<file path="config.mk">
export PLATFORM = sky130hd
export DESIGN_NAME = mem_port_arbiter_flat
export DESIGN_NICKNAME = d
export VERILOG_FILES = /design/src/rtl/mem_port_arbiter_pkg.sv /design/src/rtl/mem_port_arbiter_if.sv /design/src/rtl/mem_arb_stats.sv /design/src/rtl/mem_port_arbiter.sv /design/src/flat_wrapper.sv
export SDC_FILE = /design/constraint.sdc
export NUM_CORES = 1
export LEC_CHECK = 0
export BUFFER_PORTS_ARGS = -buffer_cell sky130_fd_sc_hd__buf_2
export CAP_MARGIN = 10
export CORE_MARGIN = 10
export CORE_UTILIZATION = 46
export CTS_CLUSTER_SIZE = 20
export DETAILED_ROUTE_END_ITERATION = 10
export GPL_ROUTABILITY_DRIVEN = 0
export HOLD_SLACK_MARGIN = 0.08
export PLACE_DENSITY = 0.79
export SKIP_LAST_GASP = 1
export SLEW_MARGIN = 20
export SYNTH_ARGS = -nofsm -noshare
export SYNTH_HDL_FRONTEND = slang
export SYNTH_SLANG_ARGS = --single-unit
</file>
<file path="constraint.sdc">
create_clock -name clk -period 2.2 [get_ports clk]
set_input_delay 0.66 -clock clk [delete_from_list [all_inputs] [get_ports clk]]
set_output_delay 0.66 -clock clk [all_outputs]
set_load 0.005 [all_outputs]
</file>
<file path="src/rtl/mem_port_arbiter_pkg.sv">
// -----------------------------------------------------------------------------
// mips_mem_pkg
// Shared definitions for the unified-memory port arbiter:
//   - ADDR_W_DEF / DATA_W_DEF : default bus widths
//   - arb_state_t             : arbiter FSM states
//   - grant_src_t             : which requester wins arbitration in a cycle
//   - sat_inc32               : saturating 32-bit increment used by counters
// -----------------------------------------------------------------------------
package mips_mem_pkg;

  localparam int ADDR_W_DEF = 32;
  localparam int DATA_W_DEF = 32;

  // Arbiter FSM. DONE is a one-cycle bubble after every completed access.
  typedef enum logic [1:0] {
    IDLE   = 2'd0,
    BUSY_I = 2'd1,
    BUSY_D = 2'd2,
    DONE   = 2'd3
  } arb_state_t;

  // Grant source selected in IDLE.
  typedef enum logic [1:0] {
    SRC_NONE  = 2'd0,
    SRC_INSTR = 2'd1,
    SRC_DATA  = 2'd2
  } grant_src_t;

  // Increment that sticks at all-ones instead of wrapping.
  function automatic logic [31:0] sat_inc32(input logic [31:0] value);
    logic [31:0] result;
    if (value == 32'hFFFF_FFFF) begin
      result = value;
    end else begin
      result = value + 32'd1;
    end
    return result;
  endfunction

endpackage

</file>
<file path="src/rtl/mem_port_arbiter_if.sv">
// -----------------------------------------------------------------------------
// mem_port_arbiter_if
// Bundles the three handshakes around the arbiter:
//   fetch port : instr_read, instr_addr  -> instr_rdata, instr_ready
//   data port  : data_read, data_write, data_addr, data_wdata
//                                        -> data_rdata, data_ready
//   memory     : mem_req, mem_we, mem_addr, mem_wdata <- mem_rdata, mem_ack
// Modports:
//   master : the environment (pipeline requesters plus memory model)
//   slave  : the arbiter itself
// -----------------------------------------------------------------------------
interface mem_port_arbiter_if
  import mips_mem_pkg::*;
#(
  parameter int ADDR_W = ADDR_W_DEF,
  parameter int DATA_W = DATA_W_DEF
);

  // Fetch port
  logic              instr_read;
  logic [ADDR_W-1:0] instr_addr;
  logic [DATA_W-1:0] instr_rdata;
  logic              instr_ready;

  // Data port
  logic              data_read;
  logic              data_write;
  logic [ADDR_W-1:0] data_addr;
  logic [DATA_W-1:0] data_wdata;
  logic [DATA_W-1:0] data_rdata;
  logic              data_ready;

  // Memory side
  logic              mem_req;
  logic              mem_we;
  logic [ADDR_W-1:0] mem_addr;
  logic [DATA_W-1:0] mem_wdata;
  logic [DATA_W-1:0] mem_rdata;
  logic              mem_ack;

  modport master (
    output instr_read, instr_addr,
    output data_read, data_write, data_addr, data_wdata,
    output mem_rdata, mem_ack,
    input  instr_rdata, instr_ready,
    input  data_rdata, data_ready,
    input  mem_req, mem_we, mem_addr, mem_wdata
  );

  modport slave (
    input  instr_read, instr_addr,
    input  data_read, data_write, data_addr, data_wdata,
    input  mem_rdata, mem_ack,
    output instr_rdata, instr_ready,
    output data_rdata, data_ready,
    output mem_req, mem_we, mem_addr, mem_wdata
  );

endinterface

</file>
<file path="src/rtl/mem_arb_stats.sv">
// -----------------------------------------------------------------------------
// mem_arb_stats
// Saturating 32-bit event counters for the memory port arbiter.
// Only instantiated when MEM_ARB_STATS_EN is defined.
// Ports:
//   clk, rst           : clock, synchronous active-high reset (clears counters)
//   instr_grant        : one-cycle pulse per fetch grant
//   data_grant         : one-cycle pulse per data grant
//   fetch_wait         : high in every cycle a fetch is pending without ready
//   stat_instr_grants  : number of fetch grants
//   stat_data_grants   : number of data grants
//   stat_fetch_wait    : number of fetch-waiting cycles
// -----------------------------------------------------------------------------
module mem_arb_stats
  import mips_mem_pkg::*;
(
  input  logic        clk,
  input  logic        rst,
  input  logic        instr_grant,
  input  logic        data_grant,
  input  logic        fetch_wait,
  output logic [31:0] stat_instr_grants,
  output logic [31:0] stat_data_grants,
  output logic [31:0] stat_fetch_wait
);

  // Counter bank; each counter sticks at its maximum value.
  always_ff @(posedge clk) begin
    if (rst) begin
      stat_instr_grants <= 32'd0;
      stat_data_grants  <= 32'd0;
      stat_fetch_wait   <= 32'd0;
    end else begin
      if (instr_grant) begin
        stat_instr_grants <= sat_inc32(stat_instr_grants);
      end
      if (data_grant) begin
        stat_data_grants <= sat_inc32(stat_data_grants);
      end
      if (fetch_wait) begin
        stat_fetch_wait <= sat_inc32(stat_fetch_wait);
      end
    end
  end

endmodule

</file>
<file path="src/rtl/mem_port_arbiter.sv">
// -----------------------------------------------------------------------------
// mem_port_arbiter
// Shares one single-port unified memory between the pipeline's instruction
// fetch port and its data port. Accesses are serialised onto one memory
// handshake; data wins arbitration unless the fetch port has already been
// passed over STARVE_LIMIT times in a row, in which case fetch is forced.
//
// Ports:
//   clk        : system clock, rising edge
//   rst        : synchronous active-high reset; abandons any access in flight
//   bus        : mem_port_arbiter_if.slave (fetch, data and memory handshakes)
//   stat_*     : 32-bit saturating statistics, present only with
//                MEM_ARB_STATS_EN defined
//
// Parameters:
//   ADDR_W, DATA_W : bus widths (must match the interface instance)
//   STARVE_LIMIT   : consecutive data grants tolerated while fetch waits (>=1)
//
// Timing: a request seen in IDLE at edge N raises mem_req after N; a
// zero-latency ack is sampled at N+1 and the ready pulse follows; the DONE
// bubble means the next grant is at N+3 at the earliest.
// -----------------------------------------------------------------------------
module mem_port_arbiter
  import mips_mem_pkg::*;
#(
  parameter int ADDR_W       = ADDR_W_DEF,
  parameter int DATA_W       = DATA_W_DEF,
  parameter int STARVE_LIMIT = 4
)(
  input  logic              clk,
  input  logic              rst,
  mem_port_arbiter_if.slave bus
`ifdef MEM_ARB_STATS_EN
  ,
  output logic [31:0]       stat_instr_grants,
  output logic [31:0]       stat_data_grants,
  output logic [31:0]       stat_fetch_wait
`endif
);

  localparam int SC_W = $clog2(STARVE_LIMIT + 1);
  localparam logic [SC_W-1:0] STARVE_MAX = SC_W'(STARVE_LIMIT);

  arb_state_t      state_r;
  logic [SC_W-1:0] starve_cnt_r;
  grant_src_t      grant_s;
  logic            data_pend_s;
  logic            starve_full_s;

  // A simultaneous read and write request is a single data request.
  assign data_pend_s   = bus.data_read | bus.data_write;
  assign starve_full_s = (starve_cnt_r == STARVE_MAX);

  // Arbitration decision; only meaningful while IDLE.
  always_comb begin
    grant_s = SRC_NONE;
    if (state_r == IDLE) begin
      if (data_pend_s && !(bus.instr_read && starve_full_s)) begin
        grant_s = SRC_DATA;
      end else if (bus.instr_read) begin
        grant_s = SRC_INSTR;
      end else begin
        grant_s = SRC_NONE;
      end
    end else begin
      grant_s = SRC_NONE;
    end
  end

  // FSM plus all registered outputs toward the requesters and memory.
  always_ff @(posedge clk) begin
    if (rst) begin
      state_r         <= IDLE;
      bus.mem_req     <= 1'b0;
      bus.mem_we      <= 1'b0;
      bus.mem_addr    <= {ADDR_W{1'b0}};
      bus.mem_wdata   <= {DATA_W{1'b0}};
      bus.instr_rdata <= {DATA_W{1'b0}};
      bus.instr_ready <= 1'b0;
      bus.data_rdata  <= {DATA_W{1'b0}};
      bus.data_ready  <= 1'b0;
    end else begin
      // Ready outputs are single-cycle pulses.
      bus.instr_ready <= 1'b0;
      bus.data_ready  <= 1'b0;
      case (state_r)
        IDLE: begin
          case (grant_s)
            SRC_DATA: begin
              bus.mem_req   <= 1'b1;
              // read+write together is treated as a write
              bus.mem_we    <= bus.data_write;
              bus.mem_addr  <= bus.data_addr;
              bus.mem_wdata <= bus.data_wdata;
              state_r       <= BUSY_D;
            end
            SRC_INSTR: begin
              bus.mem_req   <= 1'b1;
              bus.mem_we    <= 1'b0;
              bus.mem_addr  <= bus.instr_addr;
              bus.mem_wdata <= {DATA_W{1'b0}};
              state_r       <= BUSY_I;
            end
            default: begin
              state_r <= IDLE;
            end
          endcase
        end
        BUSY_I: begin
          if (bus.mem_ack) begin
            bus.mem_req     <= 1'b0;
            bus.instr_rdata <= bus.mem_rdata;
            bus.instr_ready <= 1'b1;
            state_r         <= DONE;
          end
        end
        BUSY_D: begin
          if (bus.mem_ack) begin
            bus.mem_req    <= 1'b0;
            // stores leave the last load result untouched
            if (!bus.mem_we) begin
              bus.data_rdata <= bus.mem_rdata;
            end
            bus.data_ready <= 1'b1;
            state_r        <= DONE;
          end
        end
        DONE: begin
          // bubble: requests are deliberately not looked at here
          state_r <= IDLE;
        end
        default: begin
          state_r <= IDLE;
        end
      endcase
    end
  end

  // Starvation counter: data grants passed over a waiting fetch.
  always_ff @(posedge clk) begin
    if (rst) begin
      starve_cnt_r <= {SC_W{1'b0}};
    end else if (state_r == IDLE) begin
      if ((grant_s == SRC_INSTR) || !bus.instr_read) begin
        starve_cnt_r <= {SC_W{1'b0}};
      end else if ((grant_s == SRC_DATA) && !starve_full_s) begin
        starve_cnt_r <= starve_cnt_r + SC_W'(1'b1);
      end
    end
  end

`ifdef MEM_ARB_STATS_EN
  logic instr_grant_s;
  logic data_grant_s;
  logic fetch_wait_s;

  assign instr_grant_s = (grant_s == SRC_INSTR);
  assign data_grant_s  = (grant_s == SRC_DATA);
  assign fetch_wait_s  = bus.instr_read & ~bus.instr_ready;

  mem_arb_stats u_stats (
    .clk               (clk),
    .rst               (rst),
    .instr_grant       (instr_grant_s),
    .data_grant        (data_grant_s),
    .fetch_wait        (fetch_wait_s),
    .stat_instr_grants (stat_instr_grants),
    .stat_data_grants  (stat_data_grants),
    .stat_fetch_wait   (stat_fetch_wait)
  );
`endif

endmodule

</file>
<file path="src/flat_wrapper.sv">
// flat-port wrapper written by rule: the top's interface ports become plain ports
module mem_port_arbiter_flat import mips_mem_pkg::*;
#(
  parameter int ADDR_W       = ADDR_W_DEF,
  parameter int DATA_W       = DATA_W_DEF,
  parameter int STARVE_LIMIT = 4
)
  (clk, rst, bus_instr_read, bus_instr_addr, bus_data_read, bus_data_write, bus_data_addr, bus_data_wdata, bus_mem_rdata, bus_mem_ack, bus_instr_rdata, bus_instr_ready, bus_data_rdata, bus_data_ready, bus_mem_req, bus_mem_we, bus_mem_addr, bus_mem_wdata);
  mem_port_arbiter_if #(.ADDR_W(ADDR_W), .DATA_W(DATA_W)) bus_i ();
  input  logic clk;
  input  logic rst;
  input wire logic [$bits(bus_i.instr_read)-1:0] bus_instr_read;
  input wire logic [$bits(bus_i.instr_addr)-1:0] bus_instr_addr;
  input wire logic [$bits(bus_i.data_read)-1:0] bus_data_read;
  input wire logic [$bits(bus_i.data_write)-1:0] bus_data_write;
  input wire logic [$bits(bus_i.data_addr)-1:0] bus_data_addr;
  input wire logic [$bits(bus_i.data_wdata)-1:0] bus_data_wdata;
  input wire logic [$bits(bus_i.mem_rdata)-1:0] bus_mem_rdata;
  input wire logic [$bits(bus_i.mem_ack)-1:0] bus_mem_ack;
  output wire logic [$bits(bus_i.instr_rdata)-1:0] bus_instr_rdata;
  output wire logic [$bits(bus_i.instr_ready)-1:0] bus_instr_ready;
  output wire logic [$bits(bus_i.data_rdata)-1:0] bus_data_rdata;
  output wire logic [$bits(bus_i.data_ready)-1:0] bus_data_ready;
  output wire logic [$bits(bus_i.mem_req)-1:0] bus_mem_req;
  output wire logic [$bits(bus_i.mem_we)-1:0] bus_mem_we;
  output wire logic [$bits(bus_i.mem_addr)-1:0] bus_mem_addr;
  output wire logic [$bits(bus_i.mem_wdata)-1:0] bus_mem_wdata;
  assign bus_i.instr_read = bus_instr_read;
  assign bus_i.instr_addr = bus_instr_addr;
  assign bus_i.data_read = bus_data_read;
  assign bus_i.data_write = bus_data_write;
  assign bus_i.data_addr = bus_data_addr;
  assign bus_i.data_wdata = bus_data_wdata;
  assign bus_i.mem_rdata = bus_mem_rdata;
  assign bus_i.mem_ack = bus_mem_ack;
  assign bus_instr_rdata = bus_i.instr_rdata;
  assign bus_instr_ready = bus_i.instr_ready;
  assign bus_data_rdata = bus_i.data_rdata;
  assign bus_data_ready = bus_i.data_ready;
  assign bus_mem_req = bus_i.mem_req;
  assign bus_mem_we = bus_i.mem_we;
  assign bus_mem_addr = bus_i.mem_addr;
  assign bus_mem_wdata = bus_i.mem_wdata;
  mem_port_arbiter #(.ADDR_W(ADDR_W), .DATA_W(DATA_W), .STARVE_LIMIT(STARVE_LIMIT)) u_core (.clk(clk), .rst(rst), .bus(bus_i));
endmodule
</file>
After elaboration in Yosys (flattened, before gate mapping)
Index checks and enable logic that the tools add are counted.
{"block": "word_totals", "reg_bits": 137, "out_inout_bits": 132}
{"block": "op_classes", "mux": 15, "n_reduce_logical": 20, "bitwise_logic": 4, "eq_ne": 8, "n_addsub": 1}
{"operator": "32-bit one-hot mux with 2 select lines", "n": 2}
{"operator": "2-bit OR reduction", "n": 4}
{"operator": "2-bit == test (second input constant)", "n": 3}
{"operator": "2-bit two-way mux", "n": 3}
{"operator": "3-bit two-way mux", "n": 2}
{"operator": "2-bit one-hot mux with 3 select lines", "n": 1}
{"operator": "2-bit AND reduction", "n": 3}
{"operator": "3-bit AND reduction", "n": 2}
{"operator": "2-bit nonzero test", "n": 3}
{"operator": "2-bit by 1-bit == test with 1-bit output (second input constant)", "n": 2}
{"operator": "1-bit two-way mux", "n": 4}
{"operator": "1-bit one-hot mux with 2 select lines", "n": 2}
{"operator": "2-bit one-hot mux with 2 select lines", "n": 1}
{"operator": "3-bit by 1-bit adder with 3-bit output (second input constant)", "n": 1}
{"operator": "3-bit == test (second input constant)", "n": 1}
{"operator": "1-bit logical AND", "n": 3}
{"operator": "1-bit logical NOT", "n": 3}
{"operator": "1-bit inverter", "n": 3}
{"operator": "2-bit logical NOT", "n": 1}
{"operator": "2-bit by 1-bit inequality test with 1-bit output (second input constant)", "n": 1}
{"operator": "2-bit inequality test (second input constant)", "n": 1}
{"operator": "1-bit logical OR", "n": 1}
{"operator": "1-bit OR", "n": 1}

Depth between registers and ports, before layout
Gate-level depths: netlist of run 1.
{"block": "depth", "depth_word": 10, "mapped_depth": 12, "ltp_nobuf": 9}

Worst setup path after synthesis of run 1
OpenSTA, ideal clock, no wires.
{"block": "synth_timing", "path_kind": "input-to-reg", "startpoint": "in bus_data_write", "endpoint": "reg u_core.bus.mem_addr[0]", "required_time_ns": 2.054, "arrival_time_ns": 1.865, "stages": 8, "setup_time_ns": 0.146, "path_slack_ns": 0.188, "path_cell_list": "o21ai_0 nand3_1 ha_1 nor2b_4 buf_6 buf_6 buf_6 a211oi_2"}
{"block": "synth_between", "elab_chain_cells": 7, "elab_cells_between_ends": 9}
{"item": "start: declaration", "line": "flat_wrapper.sv:15", "text": "input wire logic [$bits(bus_i.data_write)-1:0] bus_data_write;"}
{"item": "1-bit OR *", "line": "mem_port_arbiter.sv:51", "text": "assign data_pend_s = bus.data_read | bus.data_write;"}
{"item": "1-bit logical AND *", "line": "mem_port_arbiter.sv:58", "text": "if (data_pend_s && !(bus.instr_read && starve_full_s)) begin"}
{"item": "2-bit two-way mux *", "line": "mem_port_arbiter.sv:58"}
{"item": "2-bit two-way mux *", "line": "mem_port_arbiter.sv:57", "text": "if (state_r == IDLE) begin"}
{"item": "2-bit == test or 2-bit by 1-bit == test with 1-bit output (tied branches)", "line": "mem_port_arbiter.sv:88", "text": "case (grant_s)"}
{"item": "2-bit nonzero test (no source line)"}
{"item": "2-bit AND reduction (no source line)"}
{"item": "end signal: assignment", "line": "mem_port_arbiter.sv:76", "text": "bus.mem_addr <= {ADDR_W{1'b0}};"}
{"item": "end signal: assignment", "line": "mem_port_arbiter.sv:93", "text": "bus.mem_addr <= bus.data_addr;"}
{"item": "end signal: assignment", "line": "mem_port_arbiter.sv:100", "text": "bus.mem_addr <= bus.instr_addr;"}
{"item": "end: declaration", "line": "mem_port_arbiter_if.sv:56", "text": "output mem_req, mem_we, mem_addr, mem_wdata"}
Every way passes the cells marked *; elsewhere a longest branch is shown, timed or not.
A chain may end at the register's enable or synchronous reset.

Worst setup path in the final report of run 1
{"block": "layout_timing", "startpoint": "reg u_core.starve_cnt_r[0]", "endpoint": "reg u_core.bus.mem_wdata[9]"}
{"block": "layout_between", "elab_chain_cells": 9, "elab_cells_between_ends": 11}
{"item": "start: declaration", "line": "mem_port_arbiter.sv:45", "text": "logic [SC_W-1:0] starve_cnt_r;"}
{"item": "start signal: assignment", "line": "mem_port_arbiter.sv:142", "text": "starve_cnt_r <= {SC_W{1'b0}};"}
{"item": "start signal: assignment", "line": "mem_port_arbiter.sv:145", "text": "starve_cnt_r <= {SC_W{1'b0}};"}
{"item": "start signal: assignment", "line": "mem_port_arbiter.sv:147", "text": "starve_cnt_r <= starve_cnt_r + SC_W'(1'b1);"}
{"item": "3-bit == test *", "line": "mem_port_arbiter.sv:52", "text": "assign starve_full_s = (starve_cnt_r == STARVE_MAX);"}
{"item": "1-bit logical AND *", "line": "mem_port_arbiter.sv:58"}
{"item": "1-bit logical NOT *", "line": "mem_port_arbiter.sv:58"}
{"item": "1-bit logical AND *", "line": "mem_port_arbiter.sv:58"}
{"item": "2-bit two-way mux *", "line": "mem_port_arbiter.sv:58"}
{"item": "2-bit two-way mux *", "line": "mem_port_arbiter.sv:57"}
{"item": "2-bit == test or 2-bit by 1-bit == test with 1-bit output (tied branches)", "line": "mem_port_arbiter.sv:88"}
{"item": "2-bit nonzero test (no source line)"}
{"item": "2-bit AND reduction (no source line)"}
{"item": "end signal: assignment", "line": "mem_port_arbiter.sv:77", "text": "bus.mem_wdata <= {DATA_W{1'b0}};"}
{"item": "end signal: assignment", "line": "mem_port_arbiter.sv:94", "text": "bus.mem_wdata <= bus.data_wdata;"}
{"item": "end signal: assignment", "line": "mem_port_arbiter.sv:101", "text": "bus.mem_wdata <= {DATA_W{1'b0}};"}
{"item": "end: declaration", "line": "mem_port_arbiter_if.sv:56"}
Marks and branches as above.

==> impl_metrics.ini, run 1 <==
[outcome]
outcome = finished, final reports clean

[critical_path]
worstSetupStartpoint = u_core.starve_cnt_r[0]$_SDFFE_PP0P_
cp-start-kind = flop
cp.required_ns = 2.54
crit_chain = inv_1 > ha_2 > nand2_1 > o21ai_2 > nand3_2 > ha_4 > nor2b_4 > buf_12 > clkbuf_16 > nand3b_1 > a21oi_1
crit_path_top_delay_cell = dfxtp_2
crit_arrival_ns = 2.49
critPathMaxFanout = 8
worst_path_largest_cell_delay_ns = 0.33
r2r-start = u_core.starve_cnt_r[0]$_SDFFE_PP0P_
cp-end-kind = flop
crit_family = simple AND/OR/NAND/NOR gates
critPathBufInv = 3
worstSetupPathType = reg2reg

[synthesis]
synth_area_per_cell_um2 = 8.83
synth_most_common_cell = nand2_1
synth_simple_gate_area_share_pct = 20.1
synth_compound_area_share_pct = 17.2
synthXorXnorAreaFrac_pct = 0
muxShareOfSynthArea_pct = 5.72
yosysTopAreaCell = dfxtp_1
synthTopCellsByArea = dfxtp_1, nand2_1, a21oi_1
synthCells = 635
yosys_warnings = 0
yosysUniqueCellTypes = 31
ys.flop_type = dfxtp_1
syn_area_mm2 = 0.00560
async_flop_share_pct = 0
synth_top_family_by_area = simple AND/OR/NAND/NOR gates
ys_seq_area_share_pct = 48.9
synth_adder_area_share_pct = 2.23
ys_ff_latch = 137
synth_edf_count = 0
synth.top_cell.area_share_pct = 48.9
synthesis.nets = 779
synth_common_cells = nand2_1, dfxtp_1, a21oi_1, nor2_1, nand3b_1

[final_layout]
syn_to_final_growth_pct = 43.3
final_nets = 1055
diodes = 0
drive_gt1_share_pct = 41.9

[global_route]
grt_pass1_vias = 5421
grt_max_degree = 65
grt_first_pass_wirelength_mm = 27.0
track_usage_pct = 20.0
grt_overflow = 0
antenna_found_initial = 0

[sta]
relSlewSlack_pct = 65.1
finalCritPeriodShare_pct = 97.8
period_needed_ns = 2.15
tightest_slew_ns = 0.524
fin_worst_skew_ns = 0.00597
hold_slack_ns = 0.445
tns_ns = 0
hold_violations = 0
setup_viol = 0
slew_violations = 0
max_freq_mhz = 465

[clocking]
cts_root_buf = clkbuf_16
hold_buffers = 0
clk_pin_slew_worst_paths_ns = 0.06
clk_path_buf_depth = 2
clock-sinks = 137
htreeDepth = 4
cts_tree = yes
cts_buffers = 17
clk_latency_ns = 0.41

[die]
ios = 266
die_h_um = 130
dieArea_mm2 = 0.0170
rows = 40
fp.dieW_um = 130
core_mm2 = 0.0120
start_util_pct = 46.9

[drt]
drc = 0
ant_nets = 0
drt_iter0_drc = 339
vias = 5411
viasPerCell = 5.05
wl_per_cell_um = 16.9
drt-total-wl_mm = 18.1
dr.pass1.iters = 4

[pwr]
p_leak_nw = 3.60
powerDensity_mw_per_mm2 = 1310
total_power_mw = 10.5
vdd_drop_max_mv = 0.695

[job]
max_cap_viol_count = 0

[placed_design]
numPortBuffers = 265
hpwl_mm = 13.0

[hold_path]
min_path_type = reg2reg
min_from = u_core.bus.mem_wdata[11]$_SDFFE_PP0P_
[sequential cells by signal, indices dropped and copies added (netlist names)]
| name | cells |
|---|---|
| u_core.bus.instr_ready | 1 |
| u_core.state_r | 2 |
| u_core.bus.mem_req | 1 |
| u_core.bus.mem_wdata | 32 |
| u_core.bus.mem_we | 1 |
| u_core.bus.data_rdata | 32 |
| u_core.bus.instr_rdata | 32 |
| u_core.bus.data_ready | 1 |
| u_core.starve_cnt_r | 3 |
| u_core.bus.mem_addr | 32 |
[cell usage in the layout (no fill, tap or decap), types with 2 or more instances in the layout]
cell type	n
a211oi_2	30
ha_2	2
nand3b_1	34
clkinv_2	4
and2_1	2
nor2_1	36
nand4_1	2
mux2i_1	32
ha_4	2
ha_1	6
buf_12	8
a21oi_2	2
dfxtp_1	135
inv_1	5
buf_4	33
buf_2	264
o221ai_1	2
nand2b_1	2
clkbuf_8	3
clkbuf_16	20
nand2_1	166
clkinvlp_4	3
a21oi_1	101
nor3_1	2
dfxtp_2	2
and3_1	2
inv_2	2
a211oi_1	2
bufinv_16	4
[routing by layer]
layer	vias up	routed length, um	track usage [%]
met5	-	0	0
met4	0	306	7.06
met1	2456	7340	22.4
li1	2697	-	-
met3	23	1810	8.14
met2	235	8650	33.8
[where the power goes]
group | internal (mW) | switching, mW | total, mW | leakage, nW
clock network | 1.98 | 1.06 | 3.04 | 0.308
logic | 2.05 | 2.09 | 4.14 | 2.17
registers | 3.07 | 0.291 | 3.36 | 1.12
total | 7.10 | 3.44 | 10.5 | 3.60
[final cells by class]
class	instances	area, um2
inverter	7	26.3
tap	147	184
clock inverter	12	171
clock buffer	20	467
timing repair buffer	310	1850
fill	975	3930
multi-input combinational	438	2590
sequential	137	2750
[what timing repair did]
item / CTS / global route
setup endpoints to repair: 17 / 61
cloned: 1 / 3
pin swaps: 0 / 8
gates resized for setup: 4 / 14
setup buffers: 0 / 7
[worst paths after layout]
| kind | end | slack (ns) | depth (start not counted) |
|---|---|---|---|
| setup / recovery | u_core.bus.mem_wdata[9]$_SDFFE_PP0P_ | 0.05 | 11 |
| hold / removal | u_core.bus.mem_wdata[11]$_SDFFE_PP0P_ | 0.44 | 2 |
| setup reg to reg | u_core.bus.mem_wdata[9]$_SDFFE_PP0P_ | 0.05 | 11 |
| hold reg to reg | u_core.bus.mem_wdata[11]$_SDFFE_PP0P_ | 0.44 | 2 |
[worst register-to-register path: cells and delay by family (launching register included)]
family / cells / cell delay, ns
AOI/OAI and AO/OA: 2 / 0.26
buffers and inverters: 3 / 0.42
adders and majority gates: 2 / 0.47
and+or+nand+nor: 4 / 0.60
DFF: 1 / 0.33
[stage by stage]
stage	setup slack (ns)	cells	cell area [um2]	utilization, %
global route	-0.0785	1071	8030	67.1
finish	0.0481	1071	8030	67.1
CTS	-0.0317	1061	7870	65.8
global placement	-0.0711	1028	7180	60.0
detailed placement	-0.122	1028	7180	60.0
floorplan	0.188	635	5600	-
[kinds of logic after synthesis]
| family | count (synthesis) |
|---|---|
| fa+ha+maj | 10 |
| mux | 32 |
| buf+inv | 60 |
| flops | 137 |
| compound gates | 143 |
| simple gates | 253 |
Power figures use the tool's default switching activity.
==> inputs of run 2 (changes only) <==
--- a/config.mk
+++ b/config.mk
@@ -8,12 +8,10 @@
 export BUFFER_PORTS_ARGS = -buffer_cell sky130_fd_sc_hd__buf_2
 export CAP_MARGIN = 10
 export CORE_MARGIN = 10
-export CORE_UTILIZATION = 46
+export CORE_UTILIZATION = 25
 export CTS_CLUSTER_SIZE = 20
 export DETAILED_ROUTE_END_ITERATION = 10
-export GPL_ROUTABILITY_DRIVEN = 0
 export HOLD_SLACK_MARGIN = 0.08
-export PLACE_DENSITY = 0.79
 export SKIP_LAST_GASP = 1
 export SLEW_MARGIN = 20
 export SYNTH_ARGS = -nofsm -noshare
==> run 2 against run 1 <==
Sequential cell count unchanged. Critical path type unchanged. Largest power group unchanged. Worst setup slack better by 0.048 ns. First-iteration DRC count shrank 19%. Final area up 2.5%.
==> impl_metrics.ini, run 2 (synthesized netlist as in run 1, its figures left out) <==
[sta]
tns_ns = 0
fin_ws_ns = 0.0964
finalCritPeriodShare_pct = 95.6
setup_viol = 0
tightest_slew_ns = 0.395
max_freq_mhz = 475
fin_worst_skew_ns = 0.00643
period_needed_ns = 2.10
hold_violations = 0
slew_violations = 0
relSlewSlack_pct = 73.7

[pwr]
p_leak_nw = 3.61
powerDensity_mw_per_mm2 = 1300
vdd_drop_max_mv = 0.548

[placed_design]
place_ws_ns = -0.0783
numPortBuffers = 265
hpwl_mm = 13.8
gp_congestion = 0.743

[drt]
vias = 5266
wl_met2_mm = 9.20
drt-total-wl_mm = 18.9
top_layer_used = met4
wl_per_cell_um = 15.7
dr.pass1.iters = 4
dr_wl_met3_mm = 1.44
viasPerCell = 4.37
drc = 0
wl_met1_mm = 8.06
drt_iter0_drc = 275
ant_nets = 0

[clocking]
cts_tree = yes
clock-sinks = 137
cts_buffers = 17
cts_root_buf = clkbuf_16
clk_latency_ns = 0.41
clk_path_buf_depth = 2
htreeDepth = 4
clk_pin_slew_worst_paths_ns = 0.06

[critical_path]
crit_arrival_ns = 2.44
reg2reg_slack_ns = 0.1
cp-end-kind = flop
cp.required_ns = 2.54
worstSetupPathType = reg2reg
critPathMaxFanout = 15
cp-start-kind = flop

[global_route]
grt_pass1_vias = 5503
antenna_found_initial = 1
grt_max_degree = 59
grt_first_pass_wirelength_mm = 29.1
grt_overflow = 0
track_usage_pct = 12.6

[die]
core_mm2 = 0.0220
start_util_pct = 25.5
fp.dieW_um = 170
die_h_um = 170
ios = 266
dieArea_mm2 = 0.0288
rows = 54

[final_layout]
final_nets = 1054
drive_gt1_share_pct = 41.4
layout_commonest_cell = buf_2
syn_to_final_growth_pct = 46.8
post-route-util_pct = 37.5
final_cell_mix = buf_2, nand2_1, dfxtp_1

[job]
max_cap_viol_count = 0

[outcome]
outcome = finished, final reports clean

[hold_path]
min_path_type = reg2reg
run 2: timing repair:
item / 4_1_cts / 5_1_grt
endpoints found under the setup margin: 0 / 68
gates resized for setup: 0 / 13
hold buffers: 0 / 0
endpoints found under the hold margin: 0 / 0
buffers inserted: 0 / 5
run 2: per-layer routing:
layer / global-route usage [%] / vias to the layer above
li1: - / 2695
met1: 14.5 / 2389
met2: 21.2 / 169
met3: 5.07 / 13
met4: 3.32 / 0
met5: 0 / -
run 2: worst max-delay path: stages (launching register included):
cell and delay [ns]:
dfxtp_2 0.34, inv_1 0.05, ha_1 0.21, and2_4 0.17, a21o_1 0.18, inv_2 0.08, ha_4 0.21, nor2b_4 0.22
buf_12 0.18, buf_12 0.14, nand3b_1 0.10, a21oi_2 0.15
run 2: worst paths after layout:
kind                                           endpoint                                   from  cells after the start
hold / removal    u_core.bus.mem_wdata[13]$_SDFFE_PP0P_  u_core.bus.mem_wdata[13]$_SDFFE_PP0P_                      2
setup reg to reg  u_core.bus.mem_wdata[19]$_SDFFE_PP0P_    u_core.starve_cnt_r[0]$_SDFFE_PP0P_                     11
setup / recovery  u_core.bus.mem_wdata[19]$_SDFFE_PP0P_    u_core.starve_cnt_r[0]$_SDFFE_PP0P_                     11
hold reg to reg   u_core.bus.mem_wdata[13]$_SDFFE_PP0P_  u_core.bus.mem_wdata[13]$_SDFFE_PP0P_                      2
run 2: cell type report:
type                       count  area [um2]
tap                          280         350
inverter                       7        26.3
fill                        2269       13700
sequential                   137        2750
timing repair buffer         309        1880
antenna                        1        2.50
clock buffer                  19         433
clock inverter                13         216
multi-input combinational    438        2580
run 2: report_power, final:
group	switching [mW]	leakage, nW	total, mW	internal, mW
combinational	2.07	2.17	4.15	2.07
clock	1.14	0.317	3.17	2.03
sequential	0.275	1.12	3.34	3.07
total	3.49	3.61	10.7	7.17
run 2: through the flow:
step	power (mW)	hold WS (ns)	area [um2]	cells
after floorplan	5.57	0.448	5600	635
after global placement	7.16	0.436	7420	1163
after detailed placement	7.21	0.440	7420	1163
after CTS	10.4	0.448	8070	1195
after global routing	11.3	0.464	8230	1203
final	10.7	0.446	8230	1204
==> inputs of run 3 (changes only) <==
--- a/config.mk
+++ b/config.mk
@@ -12,6 +12,7 @@
 export CTS_CLUSTER_SIZE = 20
 export DETAILED_ROUTE_END_ITERATION = 10
 export HOLD_SLACK_MARGIN = 0.08
+export REMOVE_ABC_BUFFERS = 1
 export SKIP_LAST_GASP = 1
 export SLEW_MARGIN = 20
 export SYNTH_ARGS = -nofsm -noshare
==> run 3 against run 2 <==
Count of clock-buffer cells in the layout up 4. Global-route usage decreased by 0.10 points. Final area shrank 0.75%. Clock power fell by 6%. Sequential cell count unchanged. Routed wire length down 0.66%. Via count increased by 0.53%. Register-to-register slack hardly changed. Critical endpoint is now u_core.bus.mem_wdata[28]$_SDFFE_PP0P_.
==> impl_metrics.ini, run 3 (synthesized netlist as in run 1, its figures left out) <==
[critical_path]
r2r_cells = 11
critPathMaxFanout = 11
worstReg2RegEnd = u_core.bus.mem_wdata[28]$_SDFFE_PP0P_
cp.required_ns = 2.54
crit_family = simple AND/OR/NAND/NOR gates
cp-end-kind = flop
worstSetupStartpoint = u_core.starve_cnt_r[0]$_SDFFE_PP0P_
cp_common_cell = clkbuf_16
reg2reg_slack_ns = 0.1
r2r-start = u_core.starve_cnt_r[0]$_SDFFE_PP0P_
cp-start-kind = flop
critPathBufInv = 3
endpoint = u_core.bus.mem_wdata[28]$_SDFFE_PP0P_
worstSetupPathType = reg2reg
crit_chain = inv_1 > ha_2 > nand2_1 > o21ai_0 > nand3_1 > ha_4 > nor2b_4 > clkbuf_16 > clkbuf_16 > nand3b_1 > a21oi_1
crit_path_top_delay_cell = dfxtp_2
crit_arrival_ns = 2.44
crit_cells = 11
worst_path_largest_cell_delay_ns = 0.33

[pwr]
vdd_drop_max_mv = 0.513
powerDensity_mw_per_mm2 = 1270
p_leak_nw = 3.59

[global_route]
grt_pass1_vias = 5301
grt_overflow = 0
grt_first_pass_wirelength_mm = 28.6
track_usage_pct = 12.5
antenna_found_initial = 2
grt_max_degree = 50

[clocking]
cts_tree = yes
htreeDepth = 4
clk_pin_slew_worst_paths_ns = 0.06
clock-sinks = 137
clk_latency_ns = 0.41
clk_path_buf_depth = 2
hold_buffers = 0
cts_buffers = 17
cts_root_buf = clkbuf_16

[drt]
ant_nets = 0
drt_iter0_drc = 284
dr.pass1.iters = 4
wl_per_cell_um = 15.5
vias = 5294
viasPerCell = 4.38
drt-total-wl_mm = 18.7
drc = 0

[final_layout]
final_nets = 1059
final_cell_mix = buf_2, nand2_1, dfxtp_1
regArea_mm2 = 0.00275
final_cells = 1210
layout_commonest_cell = buf_2
fill_cells = 2280
drive_gt1_share_pct = 41.7
syn_to_final_growth_pct = 45.7
multiInputGateArea_mm2 = 0.00258

[placed_design]
dp_cells = 1167
numPortBuffers = 265
place_ws_ns = -0.0883
gp_congestion = 0.789
hpwl_mm = 13.9

[sta]
relSlewSlack_pct = 69.7
setup_viol = 0
period_needed_ns = 2.10
hold_slack_ns = 0.446
slew_violations = 0
fin_worst_skew_ns = 0.00547
hold_violations = 0
max_freq_mhz = 476
tightest_slew_ns = 0.454
finalCritPeriodShare_pct = 95.5
fin_ws_ns = 0.0985

[die]
rows = 54
die_h_um = 170
dieArea_mm2 = 0.0288
start_util_pct = 25.5
core_mm2 = 0.0220
ios = 266
fp.dieW_um = 170

[outcome]
outcome = finished, final reports clean

[hold_path]
min_path_type = reg2reg
holdPathStages = 2

[job]
max_cap_viol_count = 0
[run 3: changes by cell type in the layout (fill, tap and decap cells not counted), sizes merged]
cell / previous run / this run
inv: 11 / 9
clkinvlp: 0 / 1
clkinv: 4 / 3
buf: 306 / 312
bufinv: 5 / 3
clkbuf: 22 / 25
diode: 1 / 2
[run 3: report_power, final]
group / internal [mW] / total, mW / switching [mW]
registers: 3.07 / 3.33 / 0.266
clock network: 1.89 / 2.98 / 1.10
logic: 1.98 / 4.04 / 2.06
total: 6.93 / 10.4 / 3.42
[run 3: layout make-up]
class	instances	share of cell area (%)
well taps	280	4.29
diodes	2	0.0613
multi-input cells	438	31.6
inverters	7	0.322
repair buffers	314	22.6
clock inverters	9	1.69
clock buffers	23	5.85
flip-flops and latches	137	33.6
[run 3: what timing repair did]
action                     in CTS  in global routing
setup endpoints to repair       1                 67
buffers inserted                0                  7
pin swaps                       0                  4
cloned                          0                  2
gates resized for setup         1                 11
hold endpoints to repair        0                  0
[run 3: worst min-delay path by stage]
| stage | from | to | slack [ns] |
|---|---|---|---|
| CTS | u_core.bus.mem_wdata[0]$_SDFFE_PP0P_ | u_core.bus.mem_wdata[0]$_SDFFE_PP0P_ | 0.45 |
| global placement | u_core.bus.mem_wdata[20]$_SDFFE_PP0P_ | u_core.bus.mem_wdata[20]$_SDFFE_PP0P_ | 0.43 |
| detailed placement | u_core.bus.mem_wdata[0]$_SDFFE_PP0P_ | u_core.bus.mem_wdata[0]$_SDFFE_PP0P_ | 0.44 |
| finish | u_core.bus.mem_wdata[23]$_SDFFE_PP0P_ | u_core.bus.mem_wdata[23]$_SDFFE_PP0P_ | 0.45 |
| global route | u_core.bus.data_rdata[1]$_SDFFE_PP0P_ | u_core.bus.data_rdata[1]$_SDFFE_PP0P_ | 0.46 |
| floorplan | u_core.bus.mem_wdata[0]$_SDFFE_PP0P_ | u_core.bus.mem_wdata[0]$_SDFFE_PP0P_ | 0.44 |
[run 3: per-stage QoR]
step	TNS (ns)	power [mW]	util [%]	instance area, um2
floorplan	-60.90	5.21	-	5310
global placement	-0.823	7.09	33.7	7400
detailed placement	-3.31	7.14	33.7	7400
CTS	0	10.2	36.5	8020
global route	-0.479	11.0	37.2	8170
finish	0	10.4	37.2	8170
[run 3: worst register-to-register path, delay by kind of cell, from the launching register on]
kind                     cells  cell delay, ns
AND/OR/NAND/NOR              4            0.56
adder cells (fa/ha/maj)      2            0.46
buffers and inverters        3            0.42
flip-flops                   1            0.33
AO/OA/AOI/OAI                2            0.27
[run 3: metal layers]
layer | track usage, % | routed length, um | vias to the layer above
met1 | 13.7 | 7680 | 2426
met3 | 3.23 | 858 | 21
met4 | 5.61 | 416 | 0
li1 | - | - | 2704
met2 | 22.0 | 9800 | 143
met5 | 0 | 0 | -
